File: config.mk
export PLATFORM = sky130hd
export DESIGN_NAME = lsu_mem_port_flat
export DESIGN_NICKNAME = d
export VERILOG_FILES = /design/src/rtl/lsu_mem_port_pkg.sv /design/src/rtl/lsu_mem_port_if.sv /design/src/rtl/lsu_mem_port_align.sv /design/src/rtl/lsu_mem_port.sv /design/src/flat_wrapper.sv
export SDC_FILE = /design/constraint.sdc
export NUM_CORES = 1
export LEC_CHECK = 0
export CAP_MARGIN = 20
export CORE_MARGIN = 2
export CORE_UTILIZATION = 43
export DETAILED_ROUTE_END_ITERATION = 16
export MAX_ROUTING_LAYER = met4
export PLACE_DENSITY = 0.8
export RECOVER_POWER = 25
export SLEW_MARGIN = 20
export SYNTH_ARGS = -nofsm -noshare
export SYNTH_HDL_FRONTEND = slang
export SYNTH_SLANG_ARGS = --single-unit
File: constraint.sdc
create_clock -name clk -period 3.1 [get_ports clk]
set_input_delay 0.62 -clock clk [delete_from_list [all_inputs] [get_ports clk]]
set_output_delay 0.62 -clock clk [all_outputs]
set_load 0.02 [all_outputs]
File: src/rtl/lsu_mem_port_pkg.sv
// -----------------------------------------------------------------------------
// lsu_mem_port_pkg
// Shared load/store definitions for the LSU memory port: funct3 encodings for
// loads and stores, the FSM state type, the latched-request record and the
// op-legality helper.
// -----------------------------------------------------------------------------
package lsu_mem_port_pkg;

  // Load funct3 encodings
  localparam logic [2:0] LSU_LB  = 3'd0;
  localparam logic [2:0] LSU_LH  = 3'd1;
  localparam logic [2:0] LSU_LW  = 3'd2;
  localparam logic [2:0] LSU_LBU = 3'd4;
  localparam logic [2:0] LSU_LHU = 3'd5;

  // Store funct3 encodings
  localparam logic [2:0] LSU_SB  = 3'd0;
  localparam logic [2:0] LSU_SH  = 3'd1;
  localparam logic [2:0] LSU_SW  = 3'd2;

  typedef enum logic [1:0] {
    ST_IDLE = 2'd0,
    ST_REQ  = 2'd1,
    ST_RESP = 2'd2
  } lsu_state_t;

  // Request fields kept for the duration of one access.
  typedef struct packed {
    logic        store;
    logic [2:0]  op;
    logic [1:0]  offset;
    logic [31:0] wdata;
  } lsu_req_t;

  // Legal funct3 values differ between loads and stores.
  function automatic logic lsu_op_valid(input logic store, input logic [2:0] op);
    if (store) return op inside {LSU_SB, LSU_SH, LSU_SW};
    return op inside {LSU_LB, LSU_LH, LSU_LW, LSU_LBU, LSU_LHU};
  endfunction

endpackage

File: src/rtl/lsu_mem_port_if.sv
// -----------------------------------------------------------------------------
// lsu_mem_port_if
// Bundles the core request/response channel and the data-RAM channel of the
// LSU memory port.
//   slave  : the LSU view (takes core requests, drives the RAM)
//   master : the environment view (core plus RAM)
// Parameter ADDR_W sets the RAM word-address width.
// -----------------------------------------------------------------------------
interface lsu_mem_port_if #(
  parameter int ADDR_W = 7
);

  // Core request
  logic              req_valid;
  logic              req_ready;
  logic              req_store;
  logic [2:0]        req_op;
  logic [31:0]       req_addr;
  logic [31:0]       req_wdata;

  // Core response
  logic              resp_valid;
  logic [31:0]       resp_rdata;
  logic              resp_err;

  // Data RAM
  logic              mem_req;
  logic              mem_we;
  logic [3:0]        mem_be;
  logic [ADDR_W-1:0] mem_addr;
  logic [31:0]       mem_wdata;
  logic [31:0]       mem_rdata;
  logic              mem_ack;

  modport slave (
    input  req_valid, req_store, req_op, req_addr, req_wdata,
    input  mem_rdata, mem_ack,
    output req_ready, resp_valid, resp_rdata, resp_err,
    output mem_req, mem_we, mem_be, mem_addr, mem_wdata
  );

  modport master (
    output req_valid, req_store, req_op, req_addr, req_wdata,
    output mem_rdata, mem_ack,
    input  req_ready, resp_valid, resp_rdata, resp_err,
    input  mem_req, mem_we, mem_be, mem_addr, mem_wdata
  );

endinterface

File: src/rtl/lsu_mem_port_align.sv
// -----------------------------------------------------------------------------
// lsu_mem_port_align
// Combinational byte-lane logic for one access.
//   op        : funct3 (size in op[1:0], unsigned-load flag in op[2])
//   offset    : byte offset within the word (addr[1:0])
//   wdata     : raw store data
//   rdata     : word read from the RAM
//   be        : byte-lane enables
//   wdata_rep : store data replicated across all lanes of its size
//   rdata_ext : selected load bytes, aligned and sign/zero extended
//   misalign  : half-word or word access not on its natural boundary
// -----------------------------------------------------------------------------
module lsu_mem_port_align (
  input  logic [2:0]  op,
  input  logic [1:0]  offset,
  input  logic [31:0] wdata,
  input  logic [31:0] rdata,
  output logic [3:0]  be,
  output logic [31:0] wdata_rep,
  output logic [31:0] rdata_ext,
  output logic        misalign
);

  logic [7:0]  rd_byte;
  logic [15:0] rd_half;

  assign rd_byte = rdata[{offset, 3'b000} +: 8];
  assign rd_half = offset[1] ? rdata[31:16] : rdata[15:0];

  // NOTE: every output gets a default before the case so no path leaves one
  // unassigned; otherwise synthesis would infer a latch to hold the old value.
  always_comb begin
    be        = 4'b0000;
    wdata_rep = wdata;
    rdata_ext = rdata;
    misalign  = 1'b0;
    case (op[1:0])
      2'd0: begin
        be        = 4'b0001 << offset;
        wdata_rep = {4{wdata[7:0]}};
        rdata_ext = op[2] ? {24'b0, rd_byte} : {{24{rd_byte[7]}}, rd_byte};
      end
      2'd1: begin
        be        = 4'b0011 << offset;
        wdata_rep = {2{wdata[15:0]}};
        rdata_ext = op[2] ? {16'b0, rd_half} : {{16{rd_half[15]}}, rd_half};
        misalign  = offset[0];
      end
      2'd2: begin
        be       = 4'b1111;
        misalign = |offset;
      end
      default: ;  // op[1:0]==3 is rejected as an invalid op upstream
    endcase
  end

endmodule

File: src/rtl/lsu_mem_port.sv
// -----------------------------------------------------------------------------
// lsu_mem_port
// Load/store unit between the core MEMORY stage and a word-addressed data RAM.
// Accepts one request in IDLE, rejects invalid or misaligned accesses without
// touching the RAM, otherwise holds a RAM request until mem_ack (or timeout),
// then returns a single-cycle response.
//   clk  : clock, rising edge
//   rst  : synchronous active-low reset
//   bus  : lsu_mem_port_if.slave (core request/response and RAM channel)
// Parameters:
//   ADDR_W  : RAM word-address width, mem_addr = req_addr[ADDR_W+1:2]
//   TIMEOUT : max REQ cycles waiting for mem_ack, 0 disables the timeout
// -----------------------------------------------------------------------------
module lsu_mem_port
  import lsu_mem_port_pkg::*;
#(
  parameter int ADDR_W  = 7,
  parameter int TIMEOUT = 16
) (
  input  logic                clk,
  input  logic                rst,
  lsu_mem_port_if.slave       bus
);

  localparam int               TMO_W    = (TIMEOUT > 1) ? $clog2(TIMEOUT) : 1;
  localparam logic [TMO_W-1:0] TMO_LAST = TMO_W'((TIMEOUT > 0) ? TIMEOUT - 1 : 0);

  lsu_state_t        state, state_nxt;
  lsu_req_t          req_q;
  logic [ADDR_W-1:0] waddr_q;
  logic              err_q;
  logic [31:0]       rdata_q;
  logic [TMO_W-1:0]  tmo_q;

  logic              in_idle;
  logic [2:0]        al_op;
  logic [1:0]        al_off;
  logic [3:0]        al_be;
  logic [31:0]       al_wdata;
  logic [31:0]       al_rdata;
  logic              al_misalign;
  logic              req_bad;
  logic              tmo_hit;

  assign in_idle = (state == ST_IDLE);

  // One aligner serves both phases: in IDLE it judges the incoming request,
  // afterwards it works on the latched request.
  assign al_op  = in_idle ? bus.req_op        : req_q.op;
  assign al_off = in_idle ? bus.req_addr[1:0] : req_q.offset;

  lsu_mem_port_align u_align (
    .op        (al_op),
    .offset    (al_off),
    .wdata     (req_q.wdata),
    .rdata     (bus.mem_rdata),
    .be        (al_be),
    .wdata_rep (al_wdata),
    .rdata_ext (al_rdata),
    .misalign  (al_misalign)
  );

  assign req_bad = !lsu_op_valid(bus.req_store, bus.req_op) || al_misalign;
  assign tmo_hit = (TIMEOUT != 0) && (tmo_q == TMO_LAST);

  // ---------------------------------------------------------------------------
  // State register
  // ---------------------------------------------------------------------------
  // NOTE: sequential state is written with non-blocking assignments so every
  // flop samples pre-edge values, independent of process ordering.
  always_ff @(posedge clk) begin
    if (!rst) state <= ST_IDLE;
    else      state <= state_nxt;
  end

  // ---------------------------------------------------------------------------
  // Next state and outputs
  // ---------------------------------------------------------------------------
  always_comb begin
    state_nxt      = state;
    bus.req_ready  = 1'b0;
    bus.mem_req    = 1'b0;
    bus.mem_we     = 1'b0;
    bus.mem_be     = 4'b0000;
    bus.mem_addr   = '0;
    bus.mem_wdata  = 32'h0;
    bus.resp_valid = 1'b0;
    bus.resp_err   = 1'b0;
    case (state)
      ST_IDLE: begin
        bus.req_ready = 1'b1;
        if (bus.req_valid) state_nxt = req_bad ? ST_RESP : ST_REQ;
      end
      ST_REQ: begin
        bus.mem_req   = 1'b1;
        bus.mem_we    = req_q.store;
        bus.mem_be    = al_be;
        bus.mem_addr  = waddr_q;
        bus.mem_wdata = al_wdata;
        // An ack on the last allowed cycle still completes the access.
        if (bus.mem_ack || tmo_hit) state_nxt = ST_RESP;
      end
      ST_RESP: begin
        bus.resp_valid = 1'b1;
        bus.resp_err   = err_q;
        state_nxt      = ST_IDLE;
      end
      default: state_nxt = ST_IDLE;
    endcase
  end

  // resp_rdata holds the last response value between responses.
  assign bus.resp_rdata = rdata_q;

  // ---------------------------------------------------------------------------
  // Request latch, response data and timeout counter
  // ---------------------------------------------------------------------------
  always_ff @(posedge clk) begin
    if (!rst) begin
      req_q   <= '0;
      waddr_q <= '0;
      err_q   <= 1'b0;
      rdata_q <= 32'h0;
      tmo_q   <= '0;
    end else begin
      // Counts REQ cycles; cleared whenever the FSM is elsewhere.
      tmo_q <= (state == ST_REQ) ? tmo_q + TMO_W'(1) : '0;
      case (state)
        ST_IDLE: begin
          if (bus.req_valid) begin
            req_q   <= '{store:  bus.req_store,
                         op:     bus.req_op,
                         offset: bus.req_addr[1:0],
                         wdata:  bus.req_wdata};
            // Upper address bits wrap silently onto the RAM.
            waddr_q <= bus.req_addr[ADDR_W+1:2];
            err_q   <= req_bad;
            if (req_bad) rdata_q <= 32'h0;
          end
        end
        ST_REQ: begin
          if (bus.mem_ack) begin
            err_q   <= 1'b0;
            rdata_q <= req_q.store ? 32'h0 : al_rdata;
          end else if (tmo_hit) begin
            err_q   <= 1'b1;
            rdata_q <= 32'h0;
          end
        end
        default: ;
      endcase
    end
  end

endmodule

File: src/flat_wrapper.sv
// flat-port wrapper written by rule: the top's interface ports become plain ports
module lsu_mem_port_flat import lsu_mem_port_pkg::*;
#(
  parameter int ADDR_W  = 7,
  parameter int TIMEOUT = 16
)
  (clk, rst, bus_req_valid, bus_req_store, bus_req_op, bus_req_addr, bus_req_wdata, bus_mem_rdata, bus_mem_ack, bus_req_ready, bus_resp_valid, bus_resp_rdata, bus_resp_err, bus_mem_req, bus_mem_we, bus_mem_be, bus_mem_addr, bus_mem_wdata);
  lsu_mem_port_if #(.ADDR_W(ADDR_W)) bus_i ();
  input  logic clk;
  input  logic rst;
  input wire logic [$bits(bus_i.req_valid)-1:0] bus_req_valid;
  input wire logic [$bits(bus_i.req_store)-1:0] bus_req_store;
  input wire logic [$bits(bus_i.req_op)-1:0] bus_req_op;
  input wire logic [$bits(bus_i.req_addr)-1:0] bus_req_addr;
  input wire logic [$bits(bus_i.req_wdata)-1:0] bus_req_wdata;
  input wire logic [$bits(bus_i.mem_rdata)-1:0] bus_mem_rdata;
  input wire logic [$bits(bus_i.mem_ack)-1:0] bus_mem_ack;
  output wire logic [$bits(bus_i.req_ready)-1:0] bus_req_ready;
  output wire logic [$bits(bus_i.resp_valid)-1:0] bus_resp_valid;
  output wire logic [$bits(bus_i.resp_rdata)-1:0] bus_resp_rdata;
  output wire logic [$bits(bus_i.resp_err)-1:0] bus_resp_err;
  output wire logic [$bits(bus_i.mem_req)-1:0] bus_mem_req;
  output wire logic [$bits(bus_i.mem_we)-1:0] bus_mem_we;
  output wire logic [$bits(bus_i.mem_be)-1:0] bus_mem_be;
  output wire logic [$bits(bus_i.mem_addr)-1:0] bus_mem_addr;
  output wire logic [$bits(bus_i.mem_wdata)-1:0] bus_mem_wdata;
  assign bus_i.req_valid = bus_req_valid;
  assign bus_i.req_store = bus_req_store;
  assign bus_i.req_op = bus_req_op;
  assign bus_i.req_addr = bus_req_addr;
  assign bus_i.req_wdata = bus_req_wdata;
  assign bus_i.mem_rdata = bus_mem_rdata;
  assign bus_i.mem_ack = bus_mem_ack;
  assign bus_req_ready = bus_i.req_ready;
  assign bus_resp_valid = bus_i.resp_valid;
  assign bus_resp_rdata = bus_i.resp_rdata;
  assign bus_resp_err = bus_i.resp_err;
  assign bus_mem_req = bus_i.mem_req;
  assign bus_mem_we = bus_i.mem_we;
  assign bus_mem_be = bus_i.mem_be;
  assign bus_mem_addr = bus_i.mem_addr;
  assign bus_mem_wdata = bus_i.mem_wdata;
  lsu_mem_port #(.ADDR_W(ADDR_W), .TIMEOUT(TIMEOUT)) u_core (.clk(clk), .rst(rst), .bus(bus_i));
endmodule
* Yosys cells after proc, flatten, opt, wreduce, memory -nomap -nowiden
Index checks and enable logic that the tools add are counted.
** Storage, ports and cells
- Flip-flop bits (word level) :: 84
- Logic and storage cells :: 75
** Operators by class
- Equal/unequal tests :: 13
- Shift operators :: 3
- Add/subtract/negate cells :: 1
- Multiplexer cells :: 34
- Reductions and logical operators :: 15
** Operators by type and width (count)
- $mux 32 :: 8
- $pmux 32 s2 :: 3
- $shiftx 32x6->8 :: 1
- $mux 16 :: 1
- $pmux 4 s3 :: 1
- $mux 1 :: 11
- $mux 2 :: 4
- $mux 7 :: 1
- $eq 3x3->1 const B :: 2
- $reduce_and 2->1 :: 3
- $reduce_bool 5->1 :: 1
- $add 4x1->4 const B :: 1
- $eq 2x1->1 const B :: 2
- $eq 2x2->1 const B :: 2
- $eq 4x4->1 const B :: 1
- $logic_not 2->1 :: 2
- $mux 4 :: 1
- $ne 2x2->1 const B :: 2
- $pmux 1 s2 :: 2
- $pmux 2 s2 :: 1
- $reduce_and 4->1 :: 1
- $shl 1x2->4 const A :: 1
- $shl 2x2->4 const A :: 1
- $eq 3x1->1 const B :: 1
- other kinds (11) :: 12

* Longest topological paths before layout
- Depth in word-level cells :: 9
- Mapped depth :: 10
- Gate-level depth less buffers :: 9

* Modules after synthesis
From an unflattened synthesis, not the netlist that was laid out.
** Second synthesis, totals
- Cell total of the unflattened synthesis :: 660
- Area total of the unflattened synthesis :: 5322.6 um^2
** Modules (own cells, without submodules)
- lsu_mem_port :: sequential area each 1681.6 um^2, area an instance 3988.8 um^2, cells an instance 476, instances 1
- lsu_mem_port_align :: sequential area each 0.0 um^2, area an instance 1333.8 um^2, cells an instance 184, instances 1

* Worst setup path after synthesis
Ideal clock, no wire load.
- Path kind :: reg2out
- Start :: register u_core.state[1]
- End :: output port bus_mem_wdata[31]
- Arrival :: 2.789 ns
- Path slack :: -0.309 ns
- Required time :: 2.480 ns
- Stages on the path, launching flop included :: 10
- Path buffers :: 2
- Path through :: dfxtp_1 nor2_1 mux2i_1 inv_1 ha_1 clkbuf_1 nor2_1 clkbuf_1 nand2_1 a31oi_1
** On the way
- Word-level cells in the longest chain between the ends :: 5
- Elaborated cells on any way between the ends :: 7
- Classes of those cells :: eq/ne (2); mux (3); reduce/logical (2)
** RTL lines
- start: declaration :: line lsu_mem_port.sv:28 : lsu_state_t state, state_nxt;
- start signal: assignment :: line lsu_mem_port.sv:73 : else state <= state_nxt;
- $logic_not 2->1 :: line lsu_mem_port.sv:45 : assign in_idle = (state == ST_IDLE);
- $mux 3 :: line lsu_mem_port.sv:49 : assign al_op = in_idle ? bus.req_op : req_q.op;
- $eq 2x1->1 / $logic_not 2->1 (equally long branches) :: line lsu_mem_port_align.sv:37 : case (op[1:0])
- $pmux 32 s2 :: line lsu_mem_port_align.sv:37
- $mux 32 (*) :: line lsu_mem_port.sv:89 : case (state)
- end: declaration :: line flat_wrapper.sv:26 : output wire logic [$bits(bus_i.mem_wdata)-1:0] bus_mem_wdata;
Every way passes the cells marked *; elsewhere a longest branch is shown, timed or not.

* Worst setup path after layout
- Start :: input port bus_req_op[1]
- End :: output port bus_mem_wdata[9]
** On the way
- Word-level cells in the longest chain between the ends :: 4
- Elaborated cells on any way between the ends :: 5
- Classes of those cells :: eq/ne (1); mux (3); reduce/logical (1)
** RTL lines
- start: declaration :: line flat_wrapper.sv:13 : input wire logic [$bits(bus_i.req_op)-1:0] bus_req_op;
- $mux 3 (*) :: line lsu_mem_port.sv:49
- $eq 2x1->1 / $logic_not 2->1 (equally long branches) :: line lsu_mem_port_align.sv:37
- $pmux 32 s2 (*) :: line lsu_mem_port_align.sv:37
- $mux 32 (*) :: line lsu_mem_port.sv:89
Marked as above.

==> impl_metrics.toml <==
[worst_setup_path]
cp_max_fo = 6
crit_arrival_ps = 2430
path_class = "in2out"
crit_slowest_cell = "clkdlybuf4s50_1"
crit_path_end_kind = "output pin"
required_ps = 2480
endpoint = "bus_mem_wdata[9]"
r2r.worst_path.cells = 11
start_kind = "primary input"
timing.rr.start = "u_core.state[1]"
reg2reg_slack_ps = 410
timing.rr.end = "u_core.bus.resp_rdata[13]"
slowest_delay_ps = 410
startpoint = "bus_req_op[1]"
worstPathCellList = "clkdlybuf4s50_1 > mux2i_1 > buf_4 > ha_2 > inv_1 > nand2_1 > buf_4 > nand2_1 > a21oi_1 > clkdlybuf4s15_2"

[clock_tree]
cts_max_level = 3
clkTransAtPathRegs_ps = 90
cts_root_buf = "clkbuf_8"
clk_latency_ps = 360
cts_sinks = 84
cts_tree = "built"
tritoncts.num_buffers = 9
clock_path_buffers = 2
hold_buffers = 0

[synth]
synth_top_cell_area_share = 0.386
synth.area.top_cells = "dfxtp_1 (39%), nand2_1 (13%), a21boi_0 (7.8%)"
syn_inst = 564
ys_seq_area_frac = 0.386
yosys_register_bits = 84
syn-num-nets = 672
synth_edf_count = 0
yosysTopAreaCell = "dfxtp_1"
synthArstFlopShare = 0
yosys-top-cells-count = "nand2_1 (148), dfxtp_1 (84), a21boi_0 (45), a21oi_1 (32), clkbuf_1 (30)"
yosysWarnings = 0
synthesis.area_um2 = 4360
ys_types = 56
yosys_most_used_dff = "dfxtp_1"
avgSynthCellArea_um2 = 7.73
yosysMostFrequentCell = "nand2_1"

[global_route]
grt_max_degree = 46
grt_pass1_wl_um = 22600
grt_pass1_vias = 4560
antenna_found_initial = 0
grt_usage = 0.262
grt-ovfl-total = 0

[layout]
nNetsFinal = 845
final_util = 0.652
final_cells = 875
drive_gt1_frac = 0.146
stdcell_area_um2 = 6400
area_delta_synth_final_pct = 46.9
n_antenna_cell = 0

[sta]
worst_slew_pin_slew_ps = 949
max_freq_ghz = 0.328
slew_violations = 0
slew_headroom = 0.367
grt_setup_unrepaired = "true"
final.min_clock_period_ps = 3050
clock_skew_ps = 8.45
setup_violations = 0
min_period_over_period = 0.983
hold_slack_ps = 449
hold_viol_final = 0

[floorplan]
die_width_um = 105
dieHeight_um = 105
pin_count = 184
rows = 36
core_area_um2 = 9820
start_util = 0.444
dieArea_um2 = 11000

[detailed_routing]
drcViolationCount = 0
vias = 4854
firstDrtPassIters = 5
avgRoutedWirePerCell_um = 16.6
routed_wl_um = 14500
viasPerCell = 5.55
final_antenna_net_count = 0
drtIter0Drc = 306

[placement]
dp_cells = 858
port_buffers = 160
dp_hpwl_um = 10600
place_area_um2 = 6290
gp_congestion = 0.899

[worst_hold_path]
worstHoldPathType = "reg2reg"

[pwr]
leakagePower_nw = 2.44
peakVddDrop_mv = 0.267
powerDensity_nw_per_um2 = 445
p_total_mw = 2.85

[run]
cap_viol_max_count = 0

[run_status]
outcome = "finished clean"
==> cell usage in the layout (no fill, tap or decap), types with 3 or more instances in the layout <==
master / count
clkinv_4: 3
a21oi_1: 32
clkbuf_2: 10
clkdlybuf4s50_1: 130
and2_1: 19
buf_2: 12
o211ai_1: 4
o22ai_1: 7
dlygate4sd2_1: 3
dfxtp_1: 84
buf_4: 38
o21ai_1: 3
inv_6: 3
o211ai_2: 12
a221oi_1: 6
a21boi_0: 45
nor2_1: 12
o21ai_0: 25
a22o_1: 7
inv_1: 29
nand2_1: 148
a31oi_1: 25
nand3_1: 8
clkbuf_8: 9
clkdlybuf4s15_2: 4
nor3_1: 8
==> state kept, by name, summed over array words and instances, names as in the netlist <==
register / cells
u_core.bus.resp_rdata: 32
u_core.tmo_q: 4
u_core.state: 2
u_core.req_q: 38
u_core.err_q: 1
u_core.waddr_q: 7
==> per-stage QoR <==
step | setup TNS (ps) | setup WS [ps]
after CTS | -1.75 | -1.75
final | 0 | 52.7
after global routing | -25.5 | -16.5
after floorplan | 0 | 48.1
after detailed placement | -11000 | -409
after global placement | -8990 | -386
==> worst min path at each step <==
stage	depth (start not counted)	startpoint	slack (ps)	end
2_1_floorplan	1	u_core.tmo_q[0]	420	u_core.tmo_q[0]
3_3_place_gp	1	u_core.tmo_q[0]	430	u_core.tmo_q[0]
3_5_place_dp	2	u_core.err_q	440	u_core.err_q
4_1_cts	2	u_core.err_q	450	u_core.err_q
5_1_grt	2	u_core.err_q	470	u_core.err_q
6_report	2	u_core.err_q	450	u_core.err_q
==> where the power goes <==
group / switching, mW / leakage [nW] / internal, mW / total (mW)
combinational: 0.497 / 1.67 / 0.404 / 0.901
clock: 0.449 / 0.0908 / 0.304 / 0.753
sequential: 0.0471 / 0.685 / 1.15 / 1.19
total: 0.993 / 2.44 / 1.85 / 2.85
==> worst max-delay path: cells and delay by family <==
kind / cells / cell delay, ps
buffers and inverters: 5 / 1080
adder cells (fa/ha/maj): 1 / 250
AO/OA/AOI/OAI: 1 / 190
multiplexers: 1 / 140
AND/OR/NAND/NOR: 2 / 140
==> final cells by class <==
class                           count  area [um^2]
Timing Repair Buffer              201         1830
Tap cell                          133          166
Fill cell                         894         3420
Sequential cell                    84         1680
Inverter                           29          109
Clock inverter                      7         60.1
Clock buffer                        9          124
Multi-Input combinational cell    412         2430
==> cells by family (layout without fill, tap and decap cells) <==
family / after synthesis / in the layout / synth area share
AND/OR/NAND/NOR: 213 / 213 / 0.213
multiplexers: 3 / 3 / 0.00718
XOR/XNOR: 2 / 2 / 0.00402
adder cells (fa/ha/maj): 4 / 4 / 0.0115
AO/OA/AOI/OAI: 190 / 190 / 0.313
buffers and inverters: 68 / 246 / 0.0652
flip-flops: 84 / 84 / 0.386
==> per-layer routing <==
layer / routed length, um / vias to the layer above / global-route usage
li1: - / 2308 / -
met1: 5970 / 2268 / 0.317
met2: 6930 / 240 / 0.429
met3: 1250 / 38 / 0.0611
met4: 384 / 0 / 0.0971
met5: 0 / - / -
==> what timing repair did <==
| item | in CTS | in global routing |
|---|---|---|
| pin swaps | 0 | 0 |
| resized for setup | 79 | 22 |
| setup endpoints to repair | 28 | 26 |
| buffers inserted | 1 | 0 |
(Power assumes the default switching activity.)
